[src/rtl/instr_pkg.sv]
// Shared definitions for the instruction encoder: class codes (common with the
// front-end decoder), the padding NOP and the encoder state machine states.
package instr_pkg;

  typedef enum logic [3:0] {
    CLS_MUL    = 4'd0,
    CLS_MULL   = 4'd1,
    CLS_BX     = 4'd2,
    CLS_SWP    = 4'd3,
    CLS_HW_REG = 4'd4,
    CLS_HW_IMM = 4'd5,
    CLS_SIGNED = 4'd6,
    CLS_DP     = 4'd7,
    CLS_LDST   = 4'd8,
    CLS_BLOCK  = 4'd10,
    CLS_BRANCH = 4'd11
  } instr_class_e;

  // MOV r0,r0
  localparam logic [31:0] NOP_WORD = 32'hE1A00000;

  typedef enum logic [1:0] {
    ST_IDLE,
    ST_STREAM,
    ST_PAD,
    ST_DONE
  } enc_state_e;

endpackage

[src/rtl/instr_field_pack.sv]
// Combinational packing of instruction class + fields into a 32-bit ARM word.
// Optional request legality checks are enabled by INSTR_ENCODE_CHECK_EN.
import instr_pkg::*;

module instr_field_pack (
  input  logic [3:0]  i_type,
  input  logic [3:0]  i_cond,
  input  logic [3:0]  i_op,
  input  logic [5:0]  i_flags,
  input  logic [3:0]  i_rn,
  input  logic [3:0]  i_rd,
  input  logic [3:0]  i_rs,
  input  logic [3:0]  i_rm,
  input  logic [23:0] i_imm,
  output logic [31:0] o_word,
  output logic        o_legal
);

  logic       w_imm_form;
  logic [1:0] w_sh;
  logic [3:0] w_lo_nib;
  logic [3:0] w_hi_nib;
  logic [11:0] w_off12;

  always_comb begin
    o_word     = '0;
    o_legal    = 1'b1;
    w_imm_form = 1'b0;
    w_sh       = 2'b01;
    w_lo_nib   = i_rm;
    w_hi_nib   = '0;
    w_off12    = i_imm[11:0];

    unique case (i_type)
      CLS_MUL:
        o_word = {i_cond, 6'b000000, i_flags[1], i_flags[0], i_rd, i_rn, i_rs, 4'b1001, i_rm};
      CLS_MULL:
        o_word = {i_cond, 5'b00001, i_flags[2], i_flags[1], i_flags[0], i_rd, i_rn, i_rs, 4'b1001, i_rm};
      CLS_BX:
        o_word = {i_cond, 24'h12FFF1, i_rm};
      CLS_SWP:
        o_word = {i_cond, 5'b00010, i_flags[2], 2'b00, i_rn, i_rd, 4'b0000, 4'b1001, i_rm};
      // All halfword/signed forms share one layout; SH and the offset source vary.
      CLS_HW_REG, CLS_HW_IMM, CLS_SIGNED: begin
        w_imm_form = (i_type == CLS_HW_IMM) || ((i_type == CLS_SIGNED) && i_flags[5]);
        w_sh       = (i_type == CLS_SIGNED) ? {1'b1, i_op[0]} : 2'b01;
        w_hi_nib   = w_imm_form ? i_imm[7:4] : 4'b0000;
        w_lo_nib   = w_imm_form ? i_imm[3:0] : i_rm;
        o_word = {i_cond, 3'b000, i_flags[4], i_flags[3], w_imm_form, i_flags[1], i_flags[0],
                  i_rn, i_rd, w_hi_nib, 1'b1, w_sh, 1'b1, w_lo_nib};
      end
      CLS_DP:
        o_word = {i_cond, 2'b00, i_flags[5], i_op, i_flags[0], i_rn, i_rd, i_imm[11:0]};
      CLS_LDST: begin
        if (i_flags[5]) w_off12[4] = 1'b0;
        o_word = {i_cond, 2'b01, i_flags, i_rn, i_rd, w_off12};
      end
      CLS_BLOCK:
        o_word = {i_cond, 3'b100, i_flags[4:0], i_rn, i_imm[15:0]};
      CLS_BRANCH:
        o_word = {i_cond, 3'b101, i_flags[0], i_imm};
      default:
        o_legal = 1'b0;
    endcase

`ifdef INSTR_ENCODE_CHECK_EN
    if (((i_type == CLS_MUL) || (i_type == CLS_MULL)) &&
        ((i_rd == i_rm) || (i_rd == 4'hF) || (i_rn == 4'hF) || (i_rs == 4'hF) || (i_rm == 4'hF)))
      o_legal = 1'b0;
    if ((i_type == CLS_SWP) && ((i_rn == 4'hF) || (i_rd == 4'hF) || (i_rm == 4'hF)))
      o_legal = 1'b0;
    if ((i_type == CLS_BLOCK) && (i_imm[15:0] == 16'h0000))
      o_legal = 1'b0;
`endif
  end

endmodule

[src/rtl/instr_encode.sv]
// Streaming instruction encoder: FSM, one-word output register and address counter.
// Define INSTR_ENCODE_CHECK_EN to reject malformed mul/swap/block requests.
import instr_pkg::*;

module instr_encode #(
  parameter int unsigned ADDR_W    = 12,
  parameter int unsigned BASE_ADDR = 0,
  parameter int unsigned PAD_WORDS = 4
) (
  input  logic              clk,
  input  logic              rst,
  input  logic              start,
  input  logic              finish,
  input  logic              in_valid,
  output logic              in_ready,
  input  logic [3:0]        in_type,
  input  logic [3:0]        in_cond,
  input  logic [3:0]        in_op,
  input  logic [5:0]        in_flags,
  input  logic [3:0]        in_rn,
  input  logic [3:0]        in_rd,
  input  logic [3:0]        in_rs,
  input  logic [3:0]        in_rm,
  input  logic [23:0]       in_imm,
  output logic              out_valid,
  input  logic              out_ready,
  output logic [31:0]       out_word,
  output logic [ADDR_W-1:0] out_addr,
  output logic              busy,
  output logic              done,
  output logic              err
);

  localparam logic [ADDR_W-1:0] BASE  = ADDR_W'(BASE_ADDR);
  localparam logic [15:0]       PAD_N = 16'(PAD_WORDS);

  enc_state_e        r_state, w_state_n;
  logic              r_valid;
  logic [31:0]       r_word;
  logic [ADDR_W-1:0] r_addr;
  logic [15:0]       r_pad_cnt;
  logic              r_err;

  logic [31:0] w_word;
  logic        w_legal;
  logic        w_free, w_handoff, w_accept, w_start_go, w_pad_load, w_pad_end;

  instr_field_pack u_pack (
    .i_type  (in_type),
    .i_cond  (in_cond),
    .i_op    (in_op),
    .i_flags (in_flags),
    .i_rn    (in_rn),
    .i_rd    (in_rd),
    .i_rs    (in_rs),
    .i_rm    (in_rm),
    .i_imm   (in_imm),
    .o_word  (w_word),
    .o_legal (w_legal)
  );

  assign w_free     = !r_valid || out_ready;
  assign w_handoff  = r_valid && out_ready;
  assign in_ready   = (r_state == ST_STREAM) && w_free;
  assign w_accept   = in_valid && in_ready;
  assign w_start_go = start && ((r_state == ST_IDLE) || (r_state == ST_DONE));
  assign w_pad_load = (r_state == ST_PAD) && w_free && (r_pad_cnt != PAD_N);
  // All NOPs loaded and the register drains this cycle: last pad word is handed off.
  assign w_pad_end  = (r_pad_cnt == PAD_N) && w_free;

  always_comb begin
    w_state_n = r_state;
    unique case (r_state)
      ST_IDLE:   if (start) w_state_n = ST_STREAM;
      ST_STREAM: if (finish) w_state_n = (PAD_WORDS == 0) ? ST_DONE : ST_PAD;
      ST_PAD:    if (w_pad_end) w_state_n = ST_DONE;
      ST_DONE:   w_state_n = start ? ST_STREAM : ST_IDLE;
      default:   w_state_n = ST_IDLE;
    endcase
  end

  always_ff @(posedge clk or posedge rst) begin
    if (rst) r_state <= ST_IDLE;
    else     r_state <= w_state_n;
  end

  always_ff @(posedge clk or posedge rst) begin
    if (rst) begin
      r_valid   <= 1'b0;
      r_word    <= '0;
      r_addr    <= BASE;
      r_pad_cnt <= '0;
      r_err     <= 1'b0;
    end else begin
      if (w_handoff) r_addr <= r_addr + ADDR_W'(4);
      if (w_start_go) begin
        r_addr    <= BASE;
        r_pad_cnt <= '0;
        r_err     <= 1'b0;
      end

      if (w_accept && w_legal) begin
        r_valid <= 1'b1;
        r_word  <= w_word;
      end else if (w_pad_load) begin
        r_valid   <= 1'b1;
        r_word    <= NOP_WORD;
        r_pad_cnt <= r_pad_cnt + 16'd1;
      end else if (w_handoff) begin
        r_valid <= 1'b0;
      end

      if (w_accept && !w_legal) r_err <= 1'b1;
    end
  end

  assign out_valid = r_valid;
  assign out_word  = r_word;
  assign out_addr  = r_addr;
  assign busy      = (r_state == ST_STREAM) || (r_state == ST_PAD);
  assign done      = (r_state == ST_DONE);
  assign err       = r_err;

endmodule

[config.mk]
export PLATFORM = sky130hd
export DESIGN_NAME = instr_encode
export DESIGN_NICKNAME = d
export VERILOG_FILES = /design/src/rtl/instr_pkg.sv /design/src/rtl/instr_field_pack.sv /design/src/rtl/instr_encode.sv
export SDC_FILE = /design/constraint.sdc
export NUM_CORES = 1
export LEC_CHECK = 0
export ABC_AREA = 0
export BUFFER_PORTS_ARGS = -buffer_cell sky130_fd_sc_hd__buf_2
export CAP_MARGIN = 25
export CORE_MARGIN = 2
export CORE_UTILIZATION = 28
export DETAILED_ROUTE_END_ITERATION = 8
export SYNTH_ARGS = -nofsm -noshare
export SYNTH_HDL_FRONTEND = slang
export SYNTH_SLANG_ARGS = --single-unit
export TNS_END_PERCENT = 30
[constraint.sdc]
create_clock -name clk -period 2.5 [get_ports clk]
set_input_delay 0.125 -clock clk [delete_from_list [all_inputs] [get_ports clk]]
set_output_delay 0.125 -clock clk [all_outputs]
set_load 0.03 [all_outputs]
== After elaboration in Yosys (flattened, before gate mapping) ==
Cells that the tools add are included.

* $add $sub $neg: 2
* $mul: 0
* Div/mod/pow operators: 0
* Order comparisons: 0
* Equal/unequal tests: 18
* Shift operators: 0
* Multiplexer cells: 23
* Bitwise operators: 0
* Reductions and logical operators: 25

{| class="wikitable"
|+ Operators with widths
! cell !! count
|-
| $pmux W32 S9 || 1
|-
| $mux W32 || 2
|-
| $mux W16 || 3
|-
| $mux W12 || 2
|-
| $add A16 B1 Y16 const B || 1
|-
| $eq A16 B3 Y1 const B || 1
|-
| $eq A4 B3 Y1 const B || 4
|-
| $ne A16 B3 Y1 const B || 1
|-
| $add A12 B3 Y12 const B || 1
|-
| $eq A4 B4 Y1 const B || 3
|-
| $reduce_or A11 Y1 || 1
|-
| $logic_and A1 B1 Y1 || 10
|-
| $eq A4 B2 Y1 const B || 2
|-
| $mux W1 || 8
|-
| $mux W2 || 4
|-
| $mux W4 || 2
|-
| $pmux W2 S4 || 1
|-
| $ne A2 B2 Y1 const B || 3
|-
| $reduce_bool A2 Y1 || 3
|-
| $eq A2 B2 Y1 const B || 2
|-
| $eq A4 B1 Y1 const B || 1
|-
| $logic_not A4 Y1 || 1
|-
| $logic_or A1 B1 Y1 || 4
|-
| $reduce_and A3 Y1 || 1
|-
| other kinds (5) || 6
|}

* Bits in registers: 64
* Bits in latches: 0
* Memory bits (writable): 0
* ROM bits: 0
* Bits of input ports: 64
* Output and inout bits: 49
* Word-level logic and storage cells: 74
* Memories kept: 0

== Longest topological paths before layout ==
* Depth after elaboration: 6
* Mapped depth: 8
* Gate-level depth less buffers: 7

== Cells and area by module ==
From an unflattened synthesis, not the netlist that was laid out.

* Cell total of the unflattened synthesis: 408
* Area, all modules: 3771.1 µm²

{| class="wikitable"
|+ Modules (own cells, without submodules)
! module !! times used !! cells each !! area each (µm²) !! seq. area each (µm²)
|-
| instr_encode || 1 || 261 || 2851.5 || 1551.5
|-
| instr_field_pack || 1 || 147 || 919.6 || 0.0
|}

== Least setup slack after synthesis ==
Ideal clock, no wire load.

* Kind: reg2reg
* Start: register r_pad_cnt[0]
* End: register r_pad_cnt[6]
* Setup time: 78 ps
* Arrival time: 1673 ps
* Data required time: 2422 ps
* Slack: 750 ps
* Cell stages (with the launch flop): 8
* Buffers on the path: 0
* Clock period less this slack: 1750 ps
* Path through: dfrtp_1 > inv_1 > ha_1 > nor4b_2 > nand4_1 > o211ai_4 > or4_1 > a21oi_1

* Longest elaborated chain between the ends: 4
* Elaborated cells between the ends (all ways): 5
* Classes of those cells: add/sub: 1; eq/ne: 1; mux: 2; reduce/logical: 1

{| class="wikitable"
|+ RTL lines
! element !! line !! RTL
|-
| start, declared || instr_encode.sv:41 || <nowiki>logic [15:0] r_pad_cnt;</nowiki>
|-
| start signal, assigned || instr_encode.sv:108 || <nowiki>r_pad_cnt <= r_pad_cnt + 16'd1;</nowiki>
|-
| branches (longest 2 deep; another with $add A16 B1 Y16) || -- ||
|-
| $mux W16 * || instr_encode.sv:105 || <nowiki>end else if (w_pad_load) begin</nowiki>
|-
| $mux W16 * || instr_encode.sv:102 || <nowiki>if (w_accept && w_legal) begin</nowiki>
|}

Mark *: on every way between the ends.
A chain may end at the register's enable or synchronous reset.

== Final worst setup path ==
Same ends and word-level chain as after synthesis.

==> out/metrics.sh <==
YS_WARN_COUNT=0
MIN_PERIOD_OVER_PERIOD=0.8142
TIMING.CRITICAL_PATH.FANOUT_MAX=18
END_POINT_OF_THE_MOST_CRITICAL_HOLD_PATH='out_word[1]'
DESIGN.CORE.AREA_UM2=12720
POST_SYNTH.CELL_AREA_AVG_UM2=8.502
FP.DIEH_UM=118.8
PLACE_CONGESTION=0.8795
NUMCTSBUFFERS=9
CAP_VIOLATIONS=0
CTS-HTREE-LEVELS=3
CRITICAL-PATH-SLOWEST-CELL='sky130_fd_sc_hd__or4_1'
CLOCK.FMAX_MHz=491.3
FINALWORSTPATHREQUIREDPERIOD_NS=2.035
GRT_START_MAX_NET_PINS=53
HOLD_PATH.CLASS='input port to flop'
PATH_CLK_SLEW_NS=0.06
TRITONCTS='yes'
MULTI_INPUT_COMB_AREA_UM2=1959
TNS_SETUP_NS=0
DIE_AREA_UM2=14110
CTS.SINKS=62
ANTENNA_DIODES=0
WORSTREG2REGEND='r_pad_cnt[6]'
SETUP_CRIT_END_KIND='flop'
CLK-INSERTION-DELAY-LATE_NS=0.34
GRT_FIRST_PASS_WIRELENGTH_MM=18.35
MIN_FROM='in_imm[1]'
SYNTH-EDFF-COUNT=0
SYNTHESIS.AREA_UM2=3690
SYNTHARSTFLOPSHARE=1.000
CTS_RESIZED=0
ROOT_BUFFER='sky130_fd_sc_hd__clkbuf_16'
FINALMAXSLEWVIOLATIONS=0
GLOBAL_ROUTE.OVERFLOW_TOTAL=0
LAYOUT.CELLS.MOST_COMMON_LIST='sky130_fd_sc_hd__buf_2 (110), sky130_fd_sc_hd__dfrtp_1 (62), sky130_fd_sc_hd__o21ai_0 (49)'
DRIVE_ABOVE_1_SHARE=0.2784
FINALCLOCKSKEW_NS=0.006647
CELL_BREAKDOWN_OF_THE_CRITICAL_PATH='inv_1 -> ha_1 -> nor4b_2 -> nand4_1 -> o211ai_4 -> or4_1 -> a21oi_1'
MIN_PATH_CELLS=3
TIGHTESTPINTRANSITION_NS=0.5853
NNETSFINAL=613
FINAL_ANTENNA_NET_COUNT=0
INITIAL_CORE_UTIL=0.2900
SYN_INST=434
ANTENNA_FOUND_INITIAL=0
FINALHOLDVIOLATIONS=0
DETAIL_ROUTE.VIAS_PER_CELL=5.206
CRITICAL_PATH_REQUIRED_NS=2.76
DR_TOTAL_VIAS=3738
FRACTION_OF_THE_CORE_AREA_COVERED_BY_CELLS_AT_THE_END_OF_THE_FLOW=0.3736
VIA_COUNT_OF_THE_FIRST_GLOBAL_ROUTING_PASS=3653
CP_NUM_BUF_INV=1
SLEW_HEADROOM=0.6093
NUMBER_OF_LIBRARY_CELL_TYPES_MAPPED_BY_SYNTHESIS=57
MAX_STAGE_DELAY_NS=0.56
DRT_ITER0_MARKERS=299
TIMING.REG2REG.WORST_PATH_DEPTH=7
CRITICALPATHCATEGORY='flop to flop'
NUMBER_OF_CORE_ROWS=41
VDD_IR_DROP_MAX_uV=380.7
MOST_COMMON_CELL_AFTER_LAYOUT_FILL_AND_TAPS_ASIDE='sky130_fd_sc_hd__buf_2'
RUN_STATUS='complete, no violations'
IO-PIN-COUNT=113
YS_DOMINANT_REG_CELL='sky130_fd_sc_hd__dfrtp_1'
NUMBER_OF_REGISTER_BITS_INFERRED_BY_SYNTHESIS=62
PLACEMENT.IO_BUFFERS=110
FLOORPLAN.DIE.WIDTH_UM=118.8
CRIT-REG2REG-LAUNCH='r_pad_cnt[0]'
SEQUENTIAL_CELL_AREA_UM2=1551
FINALSETUPVIOLCOUNT=0
SYNTH_SEQUENTIAL_AREA_RATIO=0.4205
GLOBAL_ROUTE.USAGE.TOTAL=0.1616
CELLPOWERDENSITY_nW_PER_UM2=993.0
PATH_DELAY_FAMILY='simple AND/OR/NAND/NOR gates'
DETAILEDPLACEMENTHPWL_MM=8.141
CP-START-KIND='flop'
GRT_SETUP_UNREPAIRED='false'
REMAINING_DRC_ERRORS=0
ROUTE.DETAILED.WL_PER_INST_UM=15.69
FLOW.AREA_GROWTH_FROM_SYNTHESIS_PCT=28.82
SETUP_SLACK_OF_THE_MOST_CRITICAL_REG_TO_REG_PATH_NS=0.46
DRT_WL_TOTAL_MM=11.26
N_FILL_CELL=1328
DRT_PRE_ANTENNA_ITERS=4
CLK_PATH_BUF_DEPTH=2
WORST-ENDPOINT-ARRIVAL_NS=2.29
POWER_LEAKAGE_nW=2.247
==> layout make-up <==
class	count	share of cell area
tap	172	0.04527
clock buffer	10	0.05028
multi-input combinational	331	0.4122
timing repair buffer	123	0.1400
clock inverter	6	0.01474
sequential	62	0.3264
inverter	14	0.01106
==> worst min-delay path, cell delays in order <==
cell                      delay, ns
sky130_fd_sc_hd__buf_2         0.09
sky130_fd_sc_hd__o21ai_0       0.06
sky130_fd_sc_hd__a21oi_1       0.06
==> power breakdown <==
part           switching [mW]  internal [mW]
logic                    1.38          0.596
registers               0.185           1.27
clock network           0.487          0.803
total                    2.05           2.67
==> timing repair <==
action                                  in CTS  in global routing
hold buffers                                 2                  0
endpoints found under the setup margin       0                  0
buffers inserted                             0                  0
hold endpoints to repair                    27                  0
==> registers in the layout, summed over array words and instances (netlist names) <==
register and count:
out_valid 1, out_addr 10, r_pad_cnt 16, r_state 2
out_word 32, err 1
==> cell families after synthesis <==
| group | count (synthesis) | synth area share |
|---|---|---|
| AOI/OAI and AO/OA | 155 | 0.2631 |
| and+or+nand+nor | 155 | 0.2116 |
| DFF | 62 | 0.4205 |
| buffers and inverters | 42 | 0.04951 |
| adders and majority gates | 8 | 0.02713 |
| xor gates and xnor gates | 8 | 0.01899 |
| muxes | 3 | 0.008139 |
| other | 1 | 0.001016 |
==> synth_stat cells (2+ instances only) <==
library cell | n | area [um^2]
sky130_fd_sc_hd__and4_1 | 4 | 35.03
sky130_fd_sc_hd__nand2b_1 | 2 | 12.51
sky130_fd_sc_hd__nor2_1 | 29 | 108.9
sky130_fd_sc_hd__xnor2_1 | 2 | 17.52
sky130_fd_sc_hd__a211oi_1 | 3 | 22.52
sky130_fd_sc_hd__o21ai_0 | 49 | 245.2
sky130_fd_sc_hd__buf_4 | 2 | 15.01
sky130_fd_sc_hd__ha_1 | 8 | 100.1
sky130_fd_sc_hd__and2_1 | 2 | 12.51
sky130_fd_sc_hd__and3_1 | 12 | 75.07
sky130_fd_sc_hd__mux2i_1 | 3 | 30.03
sky130_fd_sc_hd__nor2b_1 | 3 | 18.77
sky130_fd_sc_hd__inv_1 | 14 | 52.55
sky130_fd_sc_hd__a21o_1 | 4 | 30.03
sky130_fd_sc_hd__o31ai_1 | 3 | 22.52
sky130_fd_sc_hd__a222oi_1 | 4 | 40.04
sky130_fd_sc_hd__o211ai_1 | 3 | 22.52
sky130_fd_sc_hd__xor2_1 | 6 | 52.55
sky130_fd_sc_hd__clkbuf_1 | 11 | 41.29
sky130_fd_sc_hd__nand4_1 | 4 | 25.02
sky130_fd_sc_hd__nand2_1 | 43 | 161.4
sky130_fd_sc_hd__or3_1 | 7 | 43.79
sky130_fd_sc_hd__buf_2 | 14 | 70.07
sky130_fd_sc_hd__a31o_2 | 4 | 35.03
sky130_fd_sc_hd__a22oi_1 | 11 | 82.58
sky130_fd_sc_hd__nor3_1 | 5 | 25.02
sky130_fd_sc_hd__nand3_1 | 35 | 175.2
sky130_fd_sc_hd__a21oi_1 | 48 | 240.2
sky130_fd_sc_hd__dfrtp_1 | 62 | 1551
sky130_fd_sc_hd__o22ai_1 | 6 | 37.54
sky130_fd_sc_hd__a2111o_1 | 2 | 22.52
sky130_fd_sc_hd__nor4b_2 | 2 | 30.03
sky130_fd_sc_hd__a221oi_1 | 3 | 26.28
==> through the flow <==
step / hold WS (ns) / instances / total power, mW / cell area [um^2] / setup slack [ns]
after floorplan: 0.2304 / 435 / 2.811 / 3694 / 0.7496
after global placement: 0.2239 / 700 / 3.391 / 4424 / 0.5910
after detailed placement: 0.2295 / 700 / 3.440 / 4424 / 0.5492
after CTS: 0.03625 / 718 / 4.762 / 4753 / 0.4935
after global routing: 0.06577 / 718 / 5.005 / 4753 / 0.3329
final: 0.04374 / 718 / 4.720 / 4753 / 0.4646
==> metal layers <==
metal	up-vias	wire [um]	GRT usage
met5	-	0	0
met4	0	216	0.06324
met3	18	695	0.04199
met2	104	5274	0.2583
met1	1809	5077	0.2082
li1	1807	-	-
==> worst max path at each step <==
stage | startpoint | slack, ns | end | cells past startpoint
after floorplan | r_pad_cnt[0] | 0.75 | r_pad_cnt[6] | 7
after global placement | r_pad_cnt[0] | 0.59 | r_pad_cnt[6] | 7
after detailed placement | r_pad_cnt[0] | 0.55 | r_pad_cnt[6] | 7
after CTS | r_pad_cnt[0] | 0.49 | r_pad_cnt[6] | 7
after global routing | r_pad_cnt[1] | 0.33 | out_word[0] | 8
final | r_pad_cnt[0] | 0.46 | r_pad_cnt[6] | 7
(Power assumes the default switching activity.)
